<file path="src/rtl/ssp_apb_pkg.sv">
// Shared types for the SSP APB command master.
// Holds the APB FSM state encoding, the command record and bus widths.
package ssp_apb_pkg;

   localparam int SSP_AW = 10;
   localparam int SSP_DW = 16;

   typedef enum logic [1:0] {
      IDLE,
      SETUP,
      ACCESS
   } apb_state_e;

   typedef struct packed {
      logic              write;
      logic [SSP_AW-1:0] addr;
      logic [SSP_DW-1:0] wdata;
   } ssp_cmd_t;

endpackage

</file>
<file path="src/rtl/ssp_cmd_fifo.sv">
// Command FIFO, DEPTH x ssp_cmd_t, first-word-fall-through head.
// Ports: clk_i/rst_i (async high), push_i/din_i, pop_i/head_o,
//        full_o/empty_o status flags.
module ssp_cmd_fifo
   import ssp_apb_pkg::*;
#(
   parameter int DEPTH = 4
) (
   input  logic     clk_i,
   input  logic     rst_i,
   input  logic     push_i,
   input  ssp_cmd_t din_i,
   input  logic     pop_i,
   output ssp_cmd_t head_o,
   output logic     full_o,
   output logic     empty_o
);

   localparam int AW = $clog2(DEPTH);

   logic [AW:0] wr_ptr_q;
   logic [AW:0] rd_ptr_q;
   ssp_cmd_t    mem_q [DEPTH];
   logic        do_push;
   logic        do_pop;

   // Extra pointer MSB tells a wrapped-full FIFO from an empty one.
   assign empty_o = (wr_ptr_q == rd_ptr_q);
   assign full_o  = (wr_ptr_q[AW] != rd_ptr_q[AW]) &&
                    (wr_ptr_q[AW-1:0] == rd_ptr_q[AW-1:0]);

   assign do_pop  = pop_i && !empty_o;
   assign do_push = push_i && (!full_o || do_pop);

   always_ff @(posedge clk_i or posedge rst_i) begin
      if (rst_i) begin
         wr_ptr_q <= '0;
         rd_ptr_q <= '0;
      end else begin
         if (do_push) wr_ptr_q <= wr_ptr_q + 1'b1;
         if (do_pop)  rd_ptr_q <= rd_ptr_q + 1'b1;
      end
   end

   always_ff @(posedge clk_i) begin
      if (do_push) mem_q[wr_ptr_q[AW-1:0]] <= din_i;
   end

   assign head_o = mem_q[rd_ptr_q[AW-1:0]];

endmodule

</file>
<file path="src/rtl/ssp_apb_cmd_master.sv">
// APB3 requester feeding the SSP register slave from a command FIFO.
// Ports: cmd_* in (valid/ready), rsp_* out (valid/ready), APB master
//        P* signals, busy status; PCLK clock, PRESET async high reset.
module ssp_apb_cmd_master
   import ssp_apb_pkg::*;
#(
   parameter int DEPTH   = 4,
   parameter int TIMEOUT = 16
) (
   input  logic              PCLK,
   input  logic              PRESET,
   input  logic              cmd_valid,
   output logic              cmd_ready,
   input  logic              cmd_write,
   input  logic [SSP_AW-1:0] cmd_addr,
   input  logic [SSP_DW-1:0] cmd_wdata,
   output logic              rsp_valid,
   input  logic              rsp_ready,
   output logic              rsp_write,
   output logic [SSP_DW-1:0] rsp_rdata,
   output logic              rsp_err,
   output logic              PSEL,
   output logic              PENABLE,
   output logic              PWRITE,
   output logic [SSP_AW-1:0] PADDR,
   output logic [SSP_DW-1:0] PWDATA,
   input  logic [SSP_DW-1:0] PRDATA,
   input  logic              PREADY,
   input  logic              PSLVERR,
   output logic              busy
);

   localparam int CW = $clog2(TIMEOUT + 1);
   localparam logic [CW-1:0] TO_LAST = CW'(TIMEOUT - 1);

   apb_state_e        state_q;
   logic [CW-1:0]     wait_q;
   logic              psel_q;
   logic              pen_q;
   logic              pwrite_q;
   logic [SSP_AW-1:0] paddr_q;
   logic [SSP_DW-1:0] pwdata_q;
   logic              rsp_valid_q;
   logic              rsp_write_q;
   logic [SSP_DW-1:0] rsp_rdata_q;
   logic              rsp_err_q;

   ssp_cmd_t fifo_din;
   ssp_cmd_t head;
   logic     fifo_full;
   logic     fifo_empty;
   logic     push;
   logic     pop;
   logic     rsp_free;

   assign cmd_ready = !fifo_full && !PRESET;
   assign push      = cmd_valid && cmd_ready;

   assign fifo_din.write = cmd_write;
   assign fifo_din.addr  = cmd_addr;
   assign fifo_din.wdata = cmd_wdata;

   // A response popped this cycle frees the slot for the next transfer.
   assign rsp_free = !rsp_valid_q || rsp_ready;
   assign pop      = (state_q == IDLE) && !fifo_empty && rsp_free;

   ssp_cmd_fifo #(
      .DEPTH (DEPTH)
   ) u_fifo (
      .clk_i   (PCLK),
      .rst_i   (PRESET),
      .push_i  (push),
      .din_i   (fifo_din),
      .pop_i   (pop),
      .head_o  (head),
      .full_o  (fifo_full),
      .empty_o (fifo_empty)
   );

   always_ff @(posedge PCLK or posedge PRESET) begin
      if (PRESET) begin
         state_q     <= IDLE;
         wait_q      <= '0;
         psel_q      <= 1'b0;
         pen_q       <= 1'b0;
         pwrite_q    <= 1'b0;
         paddr_q     <= '0;
         pwdata_q    <= '0;
         rsp_valid_q <= 1'b0;
         rsp_write_q <= 1'b0;
         rsp_rdata_q <= '0;
         rsp_err_q   <= 1'b0;
      end else begin
         if (rsp_valid_q && rsp_ready) rsp_valid_q <= 1'b0;
         unique case (state_q)
            IDLE: begin
               if (pop) begin
                  psel_q   <= 1'b1;
                  pen_q    <= 1'b0;
                  pwrite_q <= head.write;
                  paddr_q  <= head.addr;
                  pwdata_q <= head.wdata;
                  state_q  <= SETUP;
               end
            end
            SETUP: begin
               pen_q   <= 1'b1;
               wait_q  <= '0;
               state_q <= ACCESS;
            end
            ACCESS: begin
               if (PREADY || wait_q == TO_LAST) begin
                  // Normal completion or timeout abort.
                  rsp_valid_q <= 1'b1;
                  rsp_write_q <= pwrite_q;
                  rsp_rdata_q <= (PREADY && !pwrite_q) ? PRDATA : '0;
                  rsp_err_q   <= PREADY ? PSLVERR : 1'b1;
                  psel_q      <= 1'b0;
                  pen_q       <= 1'b0;
                  pwrite_q    <= 1'b0;
                  paddr_q     <= '0;
                  pwdata_q    <= '0;
                  state_q     <= IDLE;
               end else begin
                  wait_q <= wait_q + 1'b1;
               end
            end
            default: state_q <= IDLE;
         endcase
      end
   end

   assign PSEL      = psel_q;
   assign PENABLE   = pen_q;
   assign PWRITE    = pwrite_q;
   assign PADDR     = paddr_q;
   assign PWDATA    = pwdata_q;
   assign rsp_valid = rsp_valid_q;
   assign rsp_write = rsp_write_q;
   assign rsp_rdata = rsp_rdata_q;
   assign rsp_err   = rsp_err_q;
   assign busy      = !fifo_empty || (state_q != IDLE) || rsp_valid_q;

endmodule
</file>
<file path="config.mk">
export PLATFORM = sky130hd
export DESIGN_NAME = ssp_apb_cmd_master
export DESIGN_NICKNAME = d
export VERILOG_FILES = /design/src/rtl/ssp_apb_pkg.sv /design/src/rtl/ssp_cmd_fifo.sv /design/src/rtl/ssp_apb_cmd_master.sv
export SDC_FILE = /design/constraint.sdc
export NUM_CORES = 1
export LEC_CHECK = 0
export ABC_AREA = 1
export BUFFER_PORTS_ARGS = -buffer_cell sky130_fd_sc_hd__buf_4
export CORE_ASPECT_RATIO = 0.75
export CORE_MARGIN = 1.5
export CORE_UTILIZATION = 57
export CTS_BUF_LIST = sky130_fd_sc_hd__clkbuf_4 sky130_fd_sc_hd__clkbuf_8
export DETAILED_ROUTE_END_ITERATION = 8
export GPL_ROUTABILITY_DRIVEN = 0
export MAX_ROUTING_LAYER = met4
export PLACE_DENSITY = 0.8
export SYNTH_ARGS = -nofsm -noshare
export SYNTH_HDL_FRONTEND = slang
export SYNTH_SLANG_ARGS = --single-unit
</file>
<file path="constraint.sdc">
create_clock -name PCLK -period 8.15 [get_ports PCLK]
set_input_delay 1.63 -clock PCLK [delete_from_list [all_inputs] [get_ports PCLK]]
set_output_delay 1.63 -clock PCLK [all_outputs]
set_load 0.03 [all_outputs]
</file>
======== Word-level counts from Yosys, hierarchy flattened ========
Memories as Yosys holds them, arrays and structs flattened.
Cells that the tools add are included.
cells by class
  $add $sub $neg .......................... 3
  equal/unequal tests ..................... 9
  mux-type cells .......................... 25
  reduce and logical (&&, ||, !) cells .... 29
operators with widths
  kind                                                                   number
  16-bit 2-to-1 mux                                                      3
  16-bit one-hot mux with 2 select lines                                 1
  10-bit 2-to-1 mux                                                      2
  10-bit one-hot mux with 2 select lines                                 1
  1-bit 2-to-1 mux                                                       10
  5-bit one-hot mux with 2 select lines                                  1
  1-bit logical AND                                                      9
  3-bit by 1-bit adder with 3-bit output, second input constant          2
  2-bit one-hot mux with 3 select lines                                  1
  2-bit AND reduction                                                    3
  3-bit AND reduction                                                    2
  2-bit nonzero test                                                     3
  5-bit by 1-bit adder with 5-bit output, second input constant          1
  5-bit by 4-bit equality test with 1-bit output, second input constant  1
  1-bit logical NOT                                                      5
  1-bit logical OR                                                       5
  5-bit 2-to-1 mux                                                       1
  2-bit 2-to-1 mux                                                       2
  2-bit != test, second input constant                                   2
  1-bit one-hot mux with 2 select lines                                  2
  3-bit equality test                                                    1
  1-bit one-hot mux with 3 select lines                                  1
  3-bit nonzero test                                                     1
  2-bit by 1-bit equality test with 1-bit output, second input constant  1
  other kinds (5)                                                        5
storage, ports and cells
  bits in registers ....................... 61
  RAM bits ................................ 108
  output and inout bits ................... 50
  logic and storage cells ................. 80
  memories ................................ 1
memory list
  memory        depth  bits a word  read ports  clocked after Yosys merged registers in  write ports  line                source
  u_fifo.mem_q  4      27           1           0                                        1            ssp_cmd_fifo.sv:23  ssp_cmd_t mem_q [DEPTH];

======== Logic depth before layout (Yosys ltp) ========
Gate-level depths: netlist of run 1.
  depth in word-level cells ............... 9
  mapped depth ............................ 13
  gate-level depth less buffers ........... 11

======== By module ========
A second synthesis of run 1 with hierarchy kept.
second synthesis, totals
  cells, all modules ...................... 580
  area total of the unflattened synthesis .. 6889.1 µm²
modules (own cells, without submodules)
  module              instances  cells each  area an instance (µm²)
  ssp_cmd_fifo        1          321         4425.5
  ssp_apb_cmd_master  1          259         2463.6

======== Worst setup path before layout of run 1 ========
No wires, ideal clock.
  path type ............................... in2reg
  start point ............................. in PRESET
  end point ............................... mem u_fifo.mem_q[0][0] (netlist name) (enable)
  data arrival time ....................... 4710 ps
  data required time ...................... 7739 ps
  path slack .............................. 3029 ps
  cell stages on the path ................. 3
  cell sequence ........................... inv_1 nand3_1 nor2_1
between the ends
  cells in the longest elaborated chain, start to end .. 6
RTL lines
  item                                    line                      source
  from (decl)                             ssp_apb_cmd_master.sv:11  input logic PRESET,
  1-bit logical NOT (no source line)      --
  1-bit logical AND                       ssp_apb_cmd_master.sv:56  assign cmd_ready = !fifo_full && !PRESET;
  1-bit logical AND                       ssp_apb_cmd_master.sv:57  assign push = cmd_valid && cmd_ready;
  1-bit logical AND                       ssp_cmd_fifo.sv:33        assign do_push = push_i && (!full_o || do_pop);
  1-bit 2-to-1 mux                        ssp_cmd_fifo.sv:46        if (do_push) mem_q[wr_ptr_q[AW-1:0]] <= din_i;
  1-bit 2-to-1 mux (implied by the code)  ssp_cmd_fifo.sv:46
  to (decl)                               ssp_cmd_fifo.sv:23
No other way between the ends.

======== Final worst setup path of run 1 ========
  start point ............................. in PRESET
  end point ............................... out cmd_ready
between the ends
  cells in the longest elaborated chain, start to end .. 2
RTL lines
  item                                line                      source
  1-bit logical NOT (no source line)  --
  1-bit logical AND                   ssp_apb_cmd_master.sv:56
  to (decl)                           ssp_apb_cmd_master.sv:13  output logic cmd_ready,
No other way between the ends.

==> flow_summary.ini, run 1 <==
[power_and_ir_drop]
p_comb_share_pct = 38.0
swShare_pct = 40.7
p_sw_w = 0.00124
power_density_nw_per_um2 = 388
intPower_w = 0.00180
pwr-share-seq_pct = 41.8
peakVddDrop_mv = 0.210
power.leakage_nw = 3.34
power.share.clock_pct = 20.2

[route]
drc_errors = 0
drt-total-wl_mm = 14.2
drt_iter0_drc = 420
firstDrtPassIters = 6
drtAntennaViolNets = 0
wl_per_cell_um = 17.5
viasPerCell = 5.56
vias = 4524

[floorplan]
die_area_um2 = 12200
ioPinCount = 99
fp.dieW_um = 127
die_h_um = 96.2
fp-row-count = 33
core-area_um2 = 11100
start_util_pct = 59.4

[critical_path]
start_kind = input pin
cp.arrival_ps = 2810
cpMostUsedCell = buf_4
critPathBufInv = 5
rrSetupSlack_ps = 4720
crit_type = in -> out
required_ps = 6520
crit_fanout = 66
end_kind = primary output
critPathMaxStageDelay_ps = 630
cp_top_family = buffers and inverters
crit_chain = buf_4, inv_2, buf_4, nand2_1, inv_1, buf_4
cp_slowest_cell = buf_4

[clock_tree]
clock_sinks = 169
cts_resized = 0
cts.htree.levels = 4
clock_path_buffers = 2
cts_buffers = 17
post_cts_buffers = 0
root_buffer = clkbuf_8
clkSlewWorstSetupHoldPaths_ps = 80
clk_latency_ps = 450
hold_buffers = 0
cts_tree = yes

[sta]
fin_tns_setup_ps = 0
post-route-period-util_pct = 54.5
rsz0062_at_grt = false
max_freq_ghz = 0.225
period_needed_ps = 4440
setup_viol = 0
hold_viol = 0
clock_skew_ps = 13.2
worst_pin_slew_ps = 1070
slew_headroom_pct = 28.5
slew_violations = 0

[hold_path]
worstHoldPathType = reg -> reg

[synthesis]
synth_top_flop_cell = edfxtp_1
synth_top_area_share_pct = 49.2
synth_largest_area_cell = edfxtp_1
synth_common_cells = 151 x nand2_1, 108 x edfxtp_1, 64 x nor2_1
synth_cell_type_count = 26
postSynthAreaPerCell_um2 = 11.6
yosys_register_bits = 169
synthArstFlopShare_pct = 36.1
synth_warnings = 0
syn_inst = 568
yosysSeqAreaShare_pct = 72.3
synth_nets = 624
synth.most_common_cell = nand2_1
synth_area_leaders = edfxtp_1 49%, dfrtp_1 23%, nand2_1 8.6%
synth-edff-count = 108
netlist_area_um2 = 6600

[global_route]
grt_pass1_vias = 4413
grt_pass1_wl_mm = 22.2
overflow = 0
antenna_found_initial = 0
track_usage_pct = 25.1
grt_max_degree = 67

[final_layout]
nNetsFinal = 716
syn_to_final_growth_pct = 18.6
drive_gt1_share_pct = 21.7
final_cells = 813
antenna_cells = 0
nFillCells = 770

[outcome]
outcome = finished, final reports clean

[placement]
placed_cells = 781
port_buffers = 98
dp_hpwl_mm = 8.70

[flow_run]
drv_cap = 0
[per-layer routing]
layer  up-vias  global-route usage, %  routed length (um)
li1       2117                      -                   -
met1      2236                   32.3                6200
met3        21                   6.73                 763
met5         -                      -                   0
met4         0                   7.77                 206
met2       150                   39.8                7070
[power by group through the flow]
stage	Combinational [W]	Sequential, W	Clock (W)
3_3_place_gp	0.00110	0.00128	0
4_1_cts	0.00116	0.00127	0.000616
5_1_grt	0.00127	0.00129	0.000659
2_1_floorplan	0.000632	0.00142	0
6_report	0.00115	0.00127	0.000614
3_5_place_dp	0.00115	0.00128	0
[layout by cell type (no fill, tap or decap), drive strengths merged, types with 5 or more instances in the layout]
master and n:
nand2 155, edfxtp 108, buf 99, nor2 66, dfrtp 61, o21ai 54
o22ai 27, inv 26, nand3 22, clkbuf 20, ha 7, a21oi 5
clkinv 5
[cell type report]
type | count | area [um2] | share of cell area [%]
clock buffers | 20 | 263 | 3.36
clock inverters | 12 | 151 | 1.94
inverters | 26 | 100 | 1.28
multi-input cells | 347 | 1620 | 20.7
flip-flops and latches | 169 | 4770 | 61.0
well taps | 140 | 175 | 2.24
repair buffers | 99 | 743 | 9.50
[worst paths after layout]
check                              startpoint             endpoint  cells after the start
max                                    PRESET            cmd_ready                      6
min                                  PADDR[5]             PADDR[5]                      2
max reg2reg                u_fifo.rd_ptr_q[1]  u_fifo.mem_q[0][25]                      6
min reg2reg                          PADDR[5]             PADDR[5]                      2
max in group asynchronous              PRESET   u_fifo.rd_ptr_q[0]                      3
min in group asynchronous              PRESET        rsp_rdata[11]                      3
[state kept, by name, indices dropped and copies added, names as in the netlist, 2 cells and up]
signal,count
u_fifo.mem_q,108
PWDATA,16
rsp_rdata,16
PADDR,10
wait_q,5
u_fifo.rd_ptr_q,3
u_fifo.wr_ptr_q,3
state_q,2
[kinds of logic after synthesis]
kind of cell    synth area share (%)
compound gates                  7.15
xor+xnor                       0.531
fa+ha+maj                       1.33
buf+inv                         3.58
flops                           72.3
simple gates                    15.1
[metrics by stage]
stage,util [%],total power [W],cell area [um2],setup slack (ps),hold slack (ps)
2_1_floorplan,-,0.00205,6600,3030,460
3_5_place_dp,66.7,0.00243,7410,3680,461
5_1_grt,70.4,0.00322,7820,3530,498
4_1_cts,70.4,0.00305,7820,3670,481
6_report,70.4,0.00304,7820,3710,473
3_3_place_gp,66.7,0.00238,7410,3720,455
[worst min-delay path, cell delays in order (launching register included)]
cell     delay [ps]
dfrtp_1         350
nand2_1          50
nand2_1          40
(Power assumes the default switching activity.)
==> run 2, diff against run 1 <==
==> constraint.sdc (replaced) <==
create_clock -name PCLK -period 4.29 [get_ports PCLK]
set_input_delay 0.858 -clock PCLK [delete_from_list [all_inputs] [get_ports PCLK]]
set_output_delay 0.858 -clock PCLK [all_outputs]
set_load 0.03 [all_outputs]
==> flow_summary.ini, run 2 (synthesis results as in run 1) <==
[outcome]
outcome = finished, final reports clean

[sta]
clock_skew_ps = 8.95
max_freq_ghz = 0.326
fin_tns_setup_ps = 0
rsz0062_at_grt = false
setup_viol = 0
period_needed_ps = 3070
slew_violations = 0
holdWs_ps = 473
slew_headroom_pct = 29.1
worst_pin_slew_ps = 1060
post-route-period-util_pct = 71.6
hold_viol = 0

[global_route]
grt_pass1_vias = 4250
grt_max_degree = 66
overflow = 0
track_usage_pct = 24.0
antenna_found_initial = 0
grt_pass1_wl_mm = 21.5

[critical_path]
worstRegToRegCells = 7
critPathMaxStageDelay_ps = 500
required_ps = 3430
reg2reg_from = u_fifo.rd_ptr_q[1]
crit_type = reg -> out
end_kind = primary output
crit_fanout = 30
rrSetupSlack_ps = 1240
crit_chain = buf_4, inv_4, nand2_1, nand2_2, nand4_1, nand2_1, inv_1, buf_4
start_kind = flip-flop
critPathBufInv = 4
reg2reg_to = u_fifo.mem_q[3][4]
cp.arrival_ps = 2210
cp_slowest_cell = dfrtp_1
cp_top_family = buffers and inverters

[clock_tree]
hold_buffers = 0
clk_latency_ps = 440
cts_tree = yes
clkSlewWorstSetupHoldPaths_ps = 80
cts_buffers = 17
root_buffer = clkbuf_8
cts_resized = 0
clock_sinks = 169
cts.htree.levels = 4
clock_path_buffers = 2
post_cts_buffers = 0

[final_layout]
final_cell_mix = 151 x nand2_1, 108 x edfxtp_1, 101 x buf_4
final_cells = 815
syn_to_final_growth_pct = 18.0
postLayoutCoreUtil_pct = 70.1
final_common_cell = nand2_1
nNetsFinal = 718
drive_gt1_share_pct = 21.8
largest_reg_flops = 108
final_area_um2 = 7780
antenna_cells = 0

[floorplan]
fp-row-count = 33
ioPinCount = 99
start_util_pct = 59.4
die_h_um = 96.2
fp.dieW_um = 127
core-area_um2 = 11100
die_area_um2 = 12200

[power_and_ir_drop]
power_density_nw_per_um2 = 721
p_comb_share_pct = 40.7
pwr-share-seq_pct = 41.2
p_sw_w = 0.00231
intPower_w = 0.00330
peakVddDrop_mv = 0.368
power.leakage_nw = 3.32
swShare_pct = 41.2
power.share.clock_pct = 18.0

[hold_path]
worstHoldPathType = reg -> reg
whs_endpoint = PADDR[5]
hold_path_depth = 2
min-delay-start = PADDR[5]

[route]
vias = 4414
drt-total-wl_mm = 13.6
viasPerCell = 5.42
drc_errors = 0
drtAntennaViolNets = 0
wl_per_cell_um = 16.7
drt_iter0_drc = 349
firstDrtPassIters = 5

[placement]
placed_cell_area_um2 = 7430
dp_hpwl_mm = 8.53
placed_cells = 783
port_buffers = 98

[flow_run]
drv_cap = 0
run 2: cell count changes in the layout (fill, tap and decap cells not counted), sizes merged:
cell	previous run	this run
inv	26	25
buf	99	101
clkinv	5	9
bufinv	3	1
clkbuf	20	19
run 2: layout make-up:
cell class,instances,area (um2)
Timing Repair Buffer,101,758
Inverter,26,104
Tap cell,140,175
Fill cell,776,3320
Sequential cell,169,4770
Clock inverter,13,106
Clock buffer,19,249
Multi-Input combinational cell,347,1620
run 2: tightest hold or removal path: cells and delay by family, from the launching register on:
kind / cells / cell delay, ps
DFF: 1 / 350
and+or+nand+nor: 2 / 90
run 2: per-layer routing:
| metal | vias up | share of wire, % | GRT usage, % |
|---|---|---|---|
| met1 | 2146 | 45 | 31.5 |
| met4 | 0 | 0.63 | 5.87 |
| met3 | 10 | 5.3 | 5.78 |
| met2 | 134 | 49 | 38.5 |
| li1 | 2124 | - | - |
| met5 | - | 0 | - |
run 2: how the worst max path moves through the flow:
stage | start | end | slack (ps) | cells past startpoint
floorplan | PRESET | u_fifo.mem_q[0][0] | 750 | 3
global placement | PRESET | cmd_ready | 1360 | 6
detailed placement | u_fifo.rd_ptr_q[1] | u_fifo.mem_q[3][8] | 1250 | 7
CTS | u_fifo.rd_ptr_q[1] | cmd_ready | 1210 | 8
global route | u_fifo.rd_ptr_q[1] | u_fifo.mem_q[3][12] | 1040 | 7
finish | u_fifo.rd_ptr_q[1] | cmd_ready | 1220 | 8
run 2: stage by stage:
stage          power [W]  setup slack (ps)
4_1_cts          0.00563              1210
6_report         0.00561              1220
5_1_grt          0.00596              1040
3_3_place_gp     0.00453              1360
3_5_place_dp     0.00463              1250
2_1_floorplan    0.00390               754
run 2: power groups by stage:
stage | Combinational (W) | Sequential, W | Clock [W]
detailed placement | 0.00229 | 0.00234 | 0
global placement | 0.00221 | 0.00232 | 0
global route | 0.00252 | 0.00235 | 0.00109
CTS | 0.00230 | 0.00231 | 0.00102
finish | 0.00229 | 0.00231 | 0.00101
floorplan | 0.00120 | 0.00270 | 0
